--- config.mk ---
export PLATFORM = sky130hd
export DESIGN_NAME = uart_mmio_responder
export DESIGN_NICKNAME = d
export VERILOG_FILES = /design/src/rtl/cpu_defs.sv /design/src/rtl/uart_rx_core.sv /design/src/rtl/uart_mmio_responder.sv
export SDC_FILE = /design/constraint.sdc
export NUM_CORES = 1
export LEC_CHECK = 0
export ABC_AREA = 1
export CORE_AREA = 2 2 90 92
export DETAILED_ROUTE_END_ITERATION = 12
export DIE_AREA = 0 0 92 94
export PLACE_DENSITY_LB_ADDON = 0.15
export SYNTH_ARGS = -nofsm -noshare
export SYNTH_HDL_FRONTEND = slang
export SYNTH_SLANG_ARGS = --single-unit
--- constraint.sdc ---
create_clock -name clk -period 5.1 [get_ports clk]
set_input_delay 1.02 -clock clk [delete_from_list [all_inputs] [get_ports clk]]
set_output_delay 1.02 -clock clk [all_outputs]
set_load 0.05 [all_outputs]
--- src/rtl/cpu_defs.sv ---
// ---------------------------------------------------------------------------
// cpu_defs: definitions shared by the CPU's MEM-stage peripherals.
//   UART_DATA_ADDR / UART_STAT_ADDR : UART register window. The hazard unit
//                                     also uses these for its UART no-stall check.
//   ST_*                            : bit positions inside the UART status word.
//   tx_state_e / rx_state_e         : UART serialiser / deserialiser FSM states.
//   uart_dbg_t                      : both UART FSM states bundled, so checkers
//                                     have a single signal to bind to.
//   pack_status()                   : builds the 32-bit status word.
// ---------------------------------------------------------------------------
package cpu_defs;

  localparam logic [31:0] UART_DATA_ADDR = 32'hBFD0_03F8;
  localparam logic [31:0] UART_STAT_ADDR = 32'hBFD0_03FC;

  localparam int ST_TXIDLE  = 0;
  localparam int ST_RXVALID = 1;
  localparam int ST_FERR    = 2;
  localparam int ST_OVR     = 3;

  typedef enum logic [1:0] {
    TX_IDLE  = 2'd0,
    TX_START = 2'd1,
    TX_DATA  = 2'd2,
    TX_STOP  = 2'd3
  } tx_state_e;

  typedef enum logic [1:0] {
    RX_IDLE  = 2'd0,
    RX_START = 2'd1,
    RX_DATA  = 2'd2,
    RX_STOP  = 2'd3
  } rx_state_e;

  typedef struct packed {
    tx_state_e tx_state;
    rx_state_e rx_state;
  } uart_dbg_t;

  function automatic logic [31:0] pack_status(input logic tx_idle,
                                              input logic rx_valid,
                                              input logic err_frame,
                                              input logic err_overrun);
    logic [31:0] s;
    s             = '0;
    s[ST_TXIDLE]  = tx_idle;
    s[ST_RXVALID] = rx_valid;
    s[ST_FERR]    = err_frame;
    s[ST_OVR]     = err_overrun;
    return s;
  endfunction

endpackage

--- src/rtl/uart_rx_core.sv ---
// ---------------------------------------------------------------------------
// uart_rx_core: 8N1 deserialiser, LSB first.
//   clk, rst  : system clock, asynchronous active-high reset
//   rxd       : raw serial input, asynchronous to clk
//   byte_o    : assembled byte; valid while done_o is high
//   done_o    : 1-clk pulse, stop bit sampled high (byte good)
//   ferr_o    : 1-clk pulse, stop bit sampled low (byte discarded)
//   state_o   : current FSM state, for debug/checkers
// A falling edge on the synchronised line starts the counter. The start bit
// is re-checked half a bit later (glitch filter); from that midpoint every
// BAUD_DIV clocks one data bit is taken, then the stop bit. The FSM goes back
// to IDLE right after the stop sample, so the next start edge is caught even
// if the sender's stop bit is slightly short.
// ---------------------------------------------------------------------------
module uart_rx_core
  import cpu_defs::*;
#(
  parameter int BAUD_DIV = 16
) (
  input  logic       clk,
  input  logic       rst,
  input  logic       rxd,
  output logic [7:0] byte_o,
  output logic       done_o,
  output logic       ferr_o,
  output rx_state_e  state_o
);

  localparam int              CNT_W     = $clog2(BAUD_DIV) + 1;
  localparam logic [CNT_W-1:0] CNT_LAST = CNT_W'(BAUD_DIV - 1);
  localparam logic [CNT_W-1:0] CNT_HALF = CNT_W'(BAUD_DIV / 2 - 1);

  logic [1:0]       sync_q, sync_d;
  rx_state_e        state_q, state_d;
  logic [CNT_W-1:0] cnt_q, cnt_d;
  logic [2:0]       bit_q, bit_d;
  logic [7:0]       shift_q, shift_d;
  logic             rxd_s;

  // Two-flop synchroniser; resets to the idle (high) line level.
  assign sync_d = {sync_q[0], rxd};
  assign rxd_s  = sync_q[1];

  // State register
  always_ff @(posedge clk or posedge rst) begin
    if (rst) begin
      sync_q  <= 2'b11;
      state_q <= RX_IDLE;
      cnt_q   <= '0;
      bit_q   <= '0;
      shift_q <= '0;
    end else begin
      sync_q  <= sync_d;
      state_q <= state_d;
      cnt_q   <= cnt_d;
      bit_q   <= bit_d;
      shift_q <= shift_d;
    end
  end

  // Next-state logic
  always_comb begin
    state_d = state_q;
    cnt_d   = cnt_q;
    bit_d   = bit_q;
    shift_d = shift_q;
    unique case (state_q)
      RX_IDLE: begin
        if (!rxd_s) begin
          state_d = RX_START;
          cnt_d   = '0;
        end
      end
      RX_START: begin
        if (cnt_q == CNT_HALF) begin
          cnt_d = '0;
          bit_d = '0;
          // Line back high at mid start bit: it was a glitch.
          state_d = rxd_s ? RX_IDLE : RX_DATA;
        end else begin
          cnt_d = cnt_q + CNT_W'(1);
        end
      end
      RX_DATA: begin
        if (cnt_q == CNT_LAST) begin
          cnt_d   = '0;
          shift_d = {rxd_s, shift_q[7:1]};
          bit_d   = bit_q + 3'd1;
          if (bit_q == 3'd7) state_d = RX_STOP;
        end else begin
          cnt_d = cnt_q + CNT_W'(1);
        end
      end
      RX_STOP: begin
        if (cnt_q == CNT_LAST) begin
          cnt_d   = '0;
          state_d = RX_IDLE;
        end else begin
          cnt_d = cnt_q + CNT_W'(1);
        end
      end
      default: state_d = RX_IDLE;
    endcase
  end

  // Output logic: result pulses on the stop-sample cycle
  always_comb begin
    done_o = 1'b0;
    ferr_o = 1'b0;
    if (state_q == RX_STOP && cnt_q == CNT_LAST) begin
      done_o = rxd_s;
      ferr_o = !rxd_s;
    end
  end

  assign byte_o  = shift_q;
  assign state_o = state_q;

endmodule

--- src/rtl/uart_mmio_responder.sv ---
// ---------------------------------------------------------------------------
// uart_mmio_responder: MEM-stage slave for the UART register window.
//   clk, rst           : system clock, asynchronous active-high reset
//   mem_valid          : MEM stage holds a valid instruction
//   mem_read/mem_write : load / store in MEM
//   mem_addr           : byte address (ALU result)
//   mem_wdata          : store data, low byte used
//   uart_sel           : access hits the data or status register (comb)
//   mem_rdata          : read data, zero unless a selected read (comb)
//   rxd / txd          : serial line in / out, 8N1, LSB first, idle high
// Handshake: there is none in the valid/ready sense. Every qualified access
// (uart_sel && (mem_read || mem_write)) completes in the cycle it is
// presented; read data is combinational and side effects (clear-on-read,
// TX launch) take place on the following clock edge. With mem_valid low
// nothing is selected and nothing changes.
// ---------------------------------------------------------------------------
module uart_mmio_responder
  import cpu_defs::*;
#(
  parameter int          CLK_FREQ  = 50_000_000,
  parameter int          BAUD      = 115200,
  parameter logic [31:0] DATA_ADDR = UART_DATA_ADDR,
  parameter logic [31:0] STAT_ADDR = UART_STAT_ADDR
) (
  input  logic        clk,
  input  logic        rst,
  input  logic        mem_valid,
  input  logic        mem_read,
  input  logic        mem_write,
  input  logic [31:0] mem_addr,
  input  logic [31:0] mem_wdata,
  output logic        uart_sel,
  output logic [31:0] mem_rdata,
  input  logic        rxd,
  output logic        txd
);

  localparam int               BAUD_DIV = CLK_FREQ / BAUD;
  localparam int               CNT_W    = $clog2(BAUD_DIV) + 1;
  localparam logic [CNT_W-1:0] CNT_LAST = CNT_W'(BAUD_DIV - 1);

  // ---------------- register decode ----------------
  logic hit_data, hit_stat, access;
  logic rd_data, rd_stat, wr_data;

  assign hit_data = (mem_addr == DATA_ADDR);
  assign hit_stat = (mem_addr == STAT_ADDR);
  assign uart_sel = mem_valid && (hit_data || hit_stat);
  assign access   = uart_sel && (mem_read || mem_write);
  assign rd_data  = access && mem_read  && hit_data;
  assign rd_stat  = access && mem_read  && hit_stat;
  assign wr_data  = access && mem_write && hit_data;

  // ---------------- receiver ----------------
  logic [7:0] rx_byte;
  logic       rx_done, rx_ferr;
  rx_state_e  rx_state;

  uart_rx_core #(
    .BAUD_DIV (BAUD_DIV)
  ) u_rx (
    .clk     (clk),
    .rst     (rst),
    .rxd     (rxd),
    .byte_o  (rx_byte),
    .done_o  (rx_done),
    .ferr_o  (rx_ferr),
    .state_o (rx_state)
  );

  logic [7:0] rx_byte_q, rx_byte_d;
  logic       rx_valid_q, rx_valid_d;
  logic       err_frame_q, err_frame_d;
  logic       err_overrun_q, err_overrun_d;

  // A completing byte beats a same-cycle DATA read: the read sees the old
  // byte and the new one stays pending, so that case is not an overrun.
  // Error sets likewise beat a same-cycle STAT read clear.
  always_comb begin
    rx_byte_d     = rx_done ? rx_byte : rx_byte_q;
    rx_valid_d    = rx_valid_q;
    err_frame_d   = rd_stat ? 1'b0 : err_frame_q;
    err_overrun_d = rd_stat ? 1'b0 : err_overrun_q;
    if (rd_data) rx_valid_d = 1'b0;
    if (rx_done) rx_valid_d = 1'b1;
    if (rx_ferr) err_frame_d = 1'b1;
    if (rx_done && rx_valid_q && !rd_data) err_overrun_d = 1'b1;
  end

  always_ff @(posedge clk or posedge rst) begin
    if (rst) begin
      rx_byte_q     <= '0;
      rx_valid_q    <= 1'b0;
      err_frame_q   <= 1'b0;
      err_overrun_q <= 1'b0;
    end else begin
      rx_byte_q     <= rx_byte_d;
      rx_valid_q    <= rx_valid_d;
      err_frame_q   <= err_frame_d;
      err_overrun_q <= err_overrun_d;
    end
  end

  // ---------------- transmitter ----------------
  tx_state_e        tx_state_q, tx_state_d;
  logic [CNT_W-1:0] tx_cnt_q, tx_cnt_d;
  logic [2:0]       tx_bit_q, tx_bit_d;
  logic [7:0]       tx_shift_q, tx_shift_d;
  logic             txd_q, txd_d;
  logic             tx_idle;

  assign tx_idle = (tx_state_q == TX_IDLE);

  // State register; txd is a flop so the line never glitches.
  always_ff @(posedge clk or posedge rst) begin
    if (rst) begin
      tx_state_q <= TX_IDLE;
      tx_cnt_q   <= '0;
      tx_bit_q   <= '0;
      tx_shift_q <= '0;
      txd_q      <= 1'b1;
    end else begin
      tx_state_q <= tx_state_d;
      tx_cnt_q   <= tx_cnt_d;
      tx_bit_q   <= tx_bit_d;
      tx_shift_q <= tx_shift_d;
      txd_q      <= txd_d;
    end
  end

  // Next-state logic. Writes while busy are dropped; software polls tx_idle.
  always_comb begin
    tx_state_d = tx_state_q;
    tx_cnt_d   = tx_cnt_q;
    tx_bit_d   = tx_bit_q;
    tx_shift_d = tx_shift_q;
    unique case (tx_state_q)
      TX_IDLE: begin
        if (wr_data) begin
          tx_state_d = TX_START;
          tx_cnt_d   = '0;
          tx_shift_d = mem_wdata[7:0];
        end
      end
      TX_START: begin
        if (tx_cnt_q == CNT_LAST) begin
          tx_state_d = TX_DATA;
          tx_cnt_d   = '0;
          tx_bit_d   = '0;
        end else begin
          tx_cnt_d = tx_cnt_q + CNT_W'(1);
        end
      end
      TX_DATA: begin
        if (tx_cnt_q == CNT_LAST) begin
          tx_cnt_d   = '0;
          tx_shift_d = {1'b0, tx_shift_q[7:1]};
          tx_bit_d   = tx_bit_q + 3'd1;
          if (tx_bit_q == 3'd7) tx_state_d = TX_STOP;
        end else begin
          tx_cnt_d = tx_cnt_q + CNT_W'(1);
        end
      end
      TX_STOP: begin
        if (tx_cnt_q == CNT_LAST) begin
          tx_state_d = TX_IDLE;
          tx_cnt_d   = '0;
        end else begin
          tx_cnt_d = tx_cnt_q + CNT_W'(1);
        end
      end
      default: tx_state_d = TX_IDLE;
    endcase
  end

  // Output logic: line level follows the *next* state so the start bit
  // appears on the edge that accepts the write.
  always_comb begin
    txd_d = 1'b1;
    unique case (tx_state_d)
      TX_START: txd_d = 1'b0;
      TX_DATA:  txd_d = tx_shift_d[0];
      default:  txd_d = 1'b1;
    endcase
  end

  assign txd = txd_q;

  // ---------------- read mux ----------------
  always_comb begin
    mem_rdata = '0;
    if (uart_sel && mem_read) begin
      mem_rdata = hit_data ? {24'b0, rx_byte_q}
                           : pack_status(tx_idle, rx_valid_q, err_frame_q, err_overrun_q);
    end
  end

  // Both FSM states in one bind point for checkers.
  uart_dbg_t dbg;
  assign dbg.tx_state = tx_state_q;
  assign dbg.rx_state = rx_state;

  // Upper store-data bits are don't-care; dbg is observed only hierarchically.
  logic unused_ok;
  assign unused_ok = ^{mem_wdata[31:8], dbg};

endmodule
* After elaboration in Yosys (flattened, before gate mapping)
Index checks and enable logic that the tools add are counted.
** Word-level totals
- Input bits :: 70
- Output and inout port bits :: 34
- Logic and storage cells :: 111
- Register bits :: 60
** Cells by class
- Mux-type cells :: 39
- Add/sub/neg operators :: 4
- Equality and inequality tests :: 23
- Reductions and logical operators :: 30
** Operator list (count)
- 32-bit == test (second input constant) :: 2
- 10-bit 2-to-1 mux :: 5
- 8-bit 2-to-1 mux :: 4
- 10-bit case mux with 3 select lines :: 1
- 2-bit 2-to-1 mux :: 11
- 10-bit by 1-bit adder with 10-bit output (second input constant) :: 2
- 10-bit by 9-bit == test with 1-bit output (second input constant) :: 2
- 10-bit case mux with 2 select lines :: 1
- 2-bit case mux with 4 select lines :: 2
- 8-bit case mux with 2 select lines :: 1
- 3-bit 2-to-1 mux :: 4
- 3-bit case mux with 2 select lines :: 2
- 2-bit nonzero test :: 6
- 1-bit logical AND :: 11
- 10-bit by 8-bit == test with 1-bit output (second input constant) :: 1
- 2-bit == test (second input constant) :: 5
- 3-bit AND reduction :: 3
- 2-bit by 1-bit != test with 1-bit output (second input constant) :: 4
- 2-bit != test (second input constant) :: 4
- 1-bit 2-to-1 mux :: 7
- 3-bit by 1-bit adder with 3-bit output (second input constant) :: 2
- 2-bit by 1-bit == test with 1-bit output (second input constant) :: 3
- 3-bit == test (second input constant) :: 2
- 5-bit AND reduction :: 1
- other kinds (7) :: 10

* Logic depth before layout (Yosys ltp)
Gate-level depths: netlist of run 1.
- Depth after elaboration :: 10
- Depth in mapped cells :: 12

* Cells and area by module
A second synthesis of run 1 with hierarchy kept.
** Unflattened totals
- Cells, all modules :: 480
- Area total of the unflattened synthesis :: 3768.6 um^2
** Modules (own cells, without submodules)
- uart_mmio_responder :: area an instance 2416.1 um^2, instances 1, cells each 312, sequential area each 877.1 um^2
- uart_rx_core :: area an instance 1352.5 um^2, instances 1, cells each 168, sequential area each 628.1 um^2

* Worst setup path after synthesis of run 1
OpenSTA, ideal clock, no wires.
- Path kind :: input to output
- Start point :: input mem_addr[30]
- End point :: output mem_rdata[0]
- Data arrival time :: 2.589 ns
- Slack :: 1.491 ns
- Stages :: 9
- Path buffers :: 0
- Required time :: 4.080 ns
- Path through :: inv_1 nand2_1 nor2_1 nand2_1 nor2_4 nand3_4 a21boi_4 nand2_4 a21oi_2
** On the way
- Word-level cells in the longest chain between the ends :: 5
- Elaborated cells on any way between the ends :: 7
- Classes of those cells :: eq/ne: 2; mux: 2; reduce/logical: 3
** Ends and longest elaborated chain
- start, declared :: line uart_mmio_responder.sv:30 : input logic [31:0] mem_addr,
- 32-bit == test, on equally long branches :: line uart_mmio_responder.sv:46, uart_mmio_responder.sv:47
- 1-bit logical OR * :: line uart_mmio_responder.sv:48 : assign uart_sel = mem_valid && (hit_data || hit_stat);
- 1-bit logical AND * :: line uart_mmio_responder.sv:48
- named net uart_sel :: line uart_mmio_responder.sv:32 : output logic uart_sel,
- 1-bit logical AND * :: line uart_mmio_responder.sv:192 : if (uart_sel && mem_read) begin
- 8-bit 2-to-1 mux * :: line uart_mmio_responder.sv:192
- end, declared :: line uart_mmio_responder.sv:33 : output logic [31:0] mem_rdata,
Mark *: on every way through the listed nets, which the timed path passes. The rest lies on a longest branch.

* Final worst setup path of run 1
- Start point :: input mem_addr[29]
- End point :: output mem_rdata[2]
** On the way
- Word-level cells in the longest chain between the ends :: 5
- Elaborated cells on any way between the ends :: 7
- Classes of those cells :: eq/ne: 2; mux: 2; reduce/logical: 3
** Ends and longest elaborated chain (line)
- 32-bit == test, on equally long branches :: uart_mmio_responder.sv:46, uart_mmio_responder.sv:47
- 1-bit logical OR :: uart_mmio_responder.sv:48
- 1-bit logical AND :: uart_mmio_responder.sv:48
- 1-bit logical AND :: uart_mmio_responder.sv:192
- 8-bit 2-to-1 mux * :: uart_mmio_responder.sv:192
Mark *: on every way between the ends. The rest lies on a longest branch, timed or not.

==> insert_results.sql, run 1 <==
INSERT INTO impl_metrics (metric_group, metric, value, unit) VALUES
('sta', 'final-hold-violation-count', '0', ''),
('yosys', 'netlist.top_cell.by_area', 'dfrtp_1', ''),
('yosys', 'synth_seq_cells', '60', ''),
('route', 'drtIter0Drc', '133', ''),
('worst_setup_path', 'worstRegToRegCells', '6', ''),
('worst_setup_path', 'timing.critical_path.from', 'mem_addr[29]', ''),
('worst_setup_path', 'critical_path.top_delay_family', 'buffers and inverters', ''),
('clocking', 'post_cts_resized', '0', ''),
('hold_path', 'hold_class', 'flip-flop to flip-flop', ''),
('route', 'drt_antenna_net_count', '0', ''),
('place', 'numPortBuffers', '55', ''),
('sta', 'hold_ws', '0.357', 'ns'),
('yosys', 'postSynth.asyncResetShare', '100', '%'),
('hold_path', 'hold_crit_depth', '0', ''),
('sta', 'report.final.setup_viol', '0', ''),
('worst_setup_path', 'endpoint_kind', 'output pin', ''),
('route', 'detailedRoute.firstPassIterationCount', '4', ''),
('worst_setup_path', 'cp_data_required_time', '4.08', 'ns'),
('yosys', 'synth.distinct_cells', '38', ''),
('sta', 'max_slew.worst_pin.slew', '0.703', 'ns'),
('status', 'outcome', 'completed', ''),
('yosys', 'yosys-top-cells-area', 'dfrtp_1 (37%), nand2_1 (11%), nand3_1 (5.5%), inv_1 (5.0%), buf_4 (4.7%)', ''),
('global_routing', 'antenna_found_initial', '0', ''),
('cells_and_area', 'finalInstanceArea', '4560', 'um2'),
('route', 'finalWirelength', '7.51', 'mm'),
('yosys', 'post_synth_design_cell_area', '3830', 'um2'),
('clocking', 'cts.sinks', '60', ''),
('cells_and_area', 'final_layout_size_suffix_gt1_share', '16.1', '%'),
('yosys', 'synthCells', '477', ''),
('sta', 'worst_slew_margin_rel', '53.1', '%'),
('power', 'irDropWorstVdd', '0.193', 'mV'),
('clocking', 'cts_hold_repair.buffers', '0', ''),
('clocking', 'post_cts_setup_driven_buffer_insertion_count', '0', ''),
('power', 'power.density', '210', 'nW/um2'),
('hold_path', 'min_delay_worst_endpoint', 'u_rx.sync_q[1]', ''),
('clocking', 'numCtsBuffers', '9', ''),
('cells_and_area', 'final_util', '60.0', '%'),
('cells_and_area', 'finish.net_count', '622', ''),
('global_routing', 'grt_start_max_net_pins', '32', ''),
('clocking', 'worst_setup_hold_path_clk_slew', '0.07', 'ns'),
('sta', 'period_needed', '4.37', 'ns'),
('yosys', 'syn-mean-instance-area', '8.03', 'um2'),
('clocking', 'clkLatencyLatePin', '0.34', 'ns'),
('yosys', 'synth-edff-count', '0', ''),
('route', 'drt_drc_violations_left', '0', ''),
('worst_setup_path', 'worst_endpoint_data_arrival_time', '3.35', 'ns'),
('sta', 'maxSlewViolCount', '0', ''),
('cells_and_area', 'layout_commonest_cell', 'nand2_1', ''),
('worst_setup_path', 'crit_path_top_delay_cell', 'clkdlybuf4s50_1', ''),
('yosys', 'post-synth-top-area-fraction', '37.2', '%'),
('yosys', 'synth.yosys.seq_area_share', '39.3', '%'),
('global_routing', 'gr-usage-all-layers', '19.3', '%'),
('cells_and_area', 'synthToLayoutAreaGrowth', '19.1', '%'),
('worst_setup_path', 'critPathMaxStageDelay', '0.81', 'ns'),
('sta', 'clock-skew-final', '0.0115', 'ns'),
('sta', 'final_critical_path_setup_slack', '0.729', 'ns'),
('yosys', 'yosysWarnings', '0', ''),
('worst_setup_path', 'crit_buf_inv', '2', ''),
('global_routing', 'first_global_vias', '2988', ''),
('global_routing', 'total_congestion_overflow', '0', ''),
('sta', 'setup_total_negative_slack', '0', 'ns'),
('sta', 'grt_setup_unrepaired', 'no', ''),
('cells_and_area', 'final_cell_mix', 'nand2_1 (111), dfrtp_1 (57), clkdlybuf4s50_1 (55)', ''),
('cells_and_area', 'fillers', '690', ''),
('place', 'place.gp.congestion', '0.814', ''),
('cells_and_area', 'insertedDiodeCount', '0', ''),
('hold_path', 'hold_start', 'u_rx.sync_q[0]', ''),
('cells_and_area', 'seqCellArea', '1510', 'um2'),
('route', 'route.detailed.vias_per_inst', '4.82', ''),
('route', 'wire_per_inst', '11.7', 'um'),
('floorplanning', 'floorplan.die.width', '92', 'um');
-- cell usage after synthesis, types with 4 or more instances --
master / number
nand2_1: 111
dfrtp_1: 57
inv_1: 51
nand3_1: 42
nor2_1: 36
buf_4: 24
a21oi_1: 18
o21ai_2: 15
ha_1: 14
inv_2: 14
o21ai_1: 12
nand4_1: 8
nand2_2: 7
nor2_4: 7
xor2_1: 7
nor2_2: 5
a21oi_2: 4
nand3_2: 4
nor3_1: 4
o22ai_1: 4
-- where the power goes --
group / internal, W / switching [W]
sequential: 0.000477 / 0.000000730
combinational: 0.0000360 / 0.0000657
clock: 0.000198 / 0.000182
total: 0.000711 / 0.000249
-- kinds of logic after synthesis --
group                    Yosys count  share of synthesized area (%)
AO/OA/AOI/OAI                     61                           10.8
adder cells (fa/ha/maj)           14                           4.57
XOR/XNOR                           9                           2.06
buffers and inverters             96                           12.2
other                              1                         0.0979
flip-flops                        60                           39.3
AND/OR/NAND/NOR                  236                           31.0
-- through the flow --
stage                     std cells  power (W)
after floorplan                 500   0.000560
final                           644   0.000960
after detailed placement        629   0.000589
after CTS                       644   0.000974
after global routing            644    0.00100
after global placement          629   0.000588
-- flip-flops by register name, indices dropped and copies added, names as in the netlist, named ones only --
| signal | flops |
|---|---|
| u_rx.bit_q | 3 |
| tx_cnt_q | 10 |
| u_rx.cnt_q | 10 |
| tx_state_q | 2 |
| txd | 1 |
| err_overrun_q | 1 |
| u_rx.sync_q | 2 |
| err_frame_q | 1 |
| rx_valid_q | 1 |
| tx_bit_q | 3 |
| tx_shift_q | 8 |
| u_rx.byte_o | 8 |
| rx_byte_q | 8 |
| u_rx.state_o | 1 |
-- per-layer routing --
metal / GRT usage, % / share of wire, %
met1: 24.4 / 46
met2: 32.5 / 49
met3: 4.82 / 3.7
met4: 6.22 / 1.5
met5: 0 / 0
-- worst max path at each step --
| stage | slack (ns) | endpoint | cells after the start |
|---|---|---|---|
| after floorplan | 1.49 | mem_rdata[0] | 9 |
| after detailed placement | 0.72 | mem_rdata[2] | 10 |
| after global placement | 0.73 | mem_rdata[2] | 10 |
| after CTS | 0.70 | mem_rdata[2] | 10 |
| after global routing | 0.57 | mem_rdata[5] | 10 |
| final | 0.73 | mem_rdata[2] | 10 |
-- layout make-up --
type / count / share of cell area, %
clock buffers: 11 / 3.32
repair buffers: 56 / 12.2
flip-flops and latches: 60 / 33.0
well taps: 102 / 2.80
clock inverters: 4 / 0.548
inverters: 67 / 5.51
multi-input cells: 344 / 42.6
Note: power is estimated with default switching activity, not from simulation.
==> inputs of run 2 (changes only) <==
CTS_CLUSTER_SIZE = 12   (was not set)
==> results of run 2 <==
No change in the layout: final DEF, timing and power equal those of run 1.
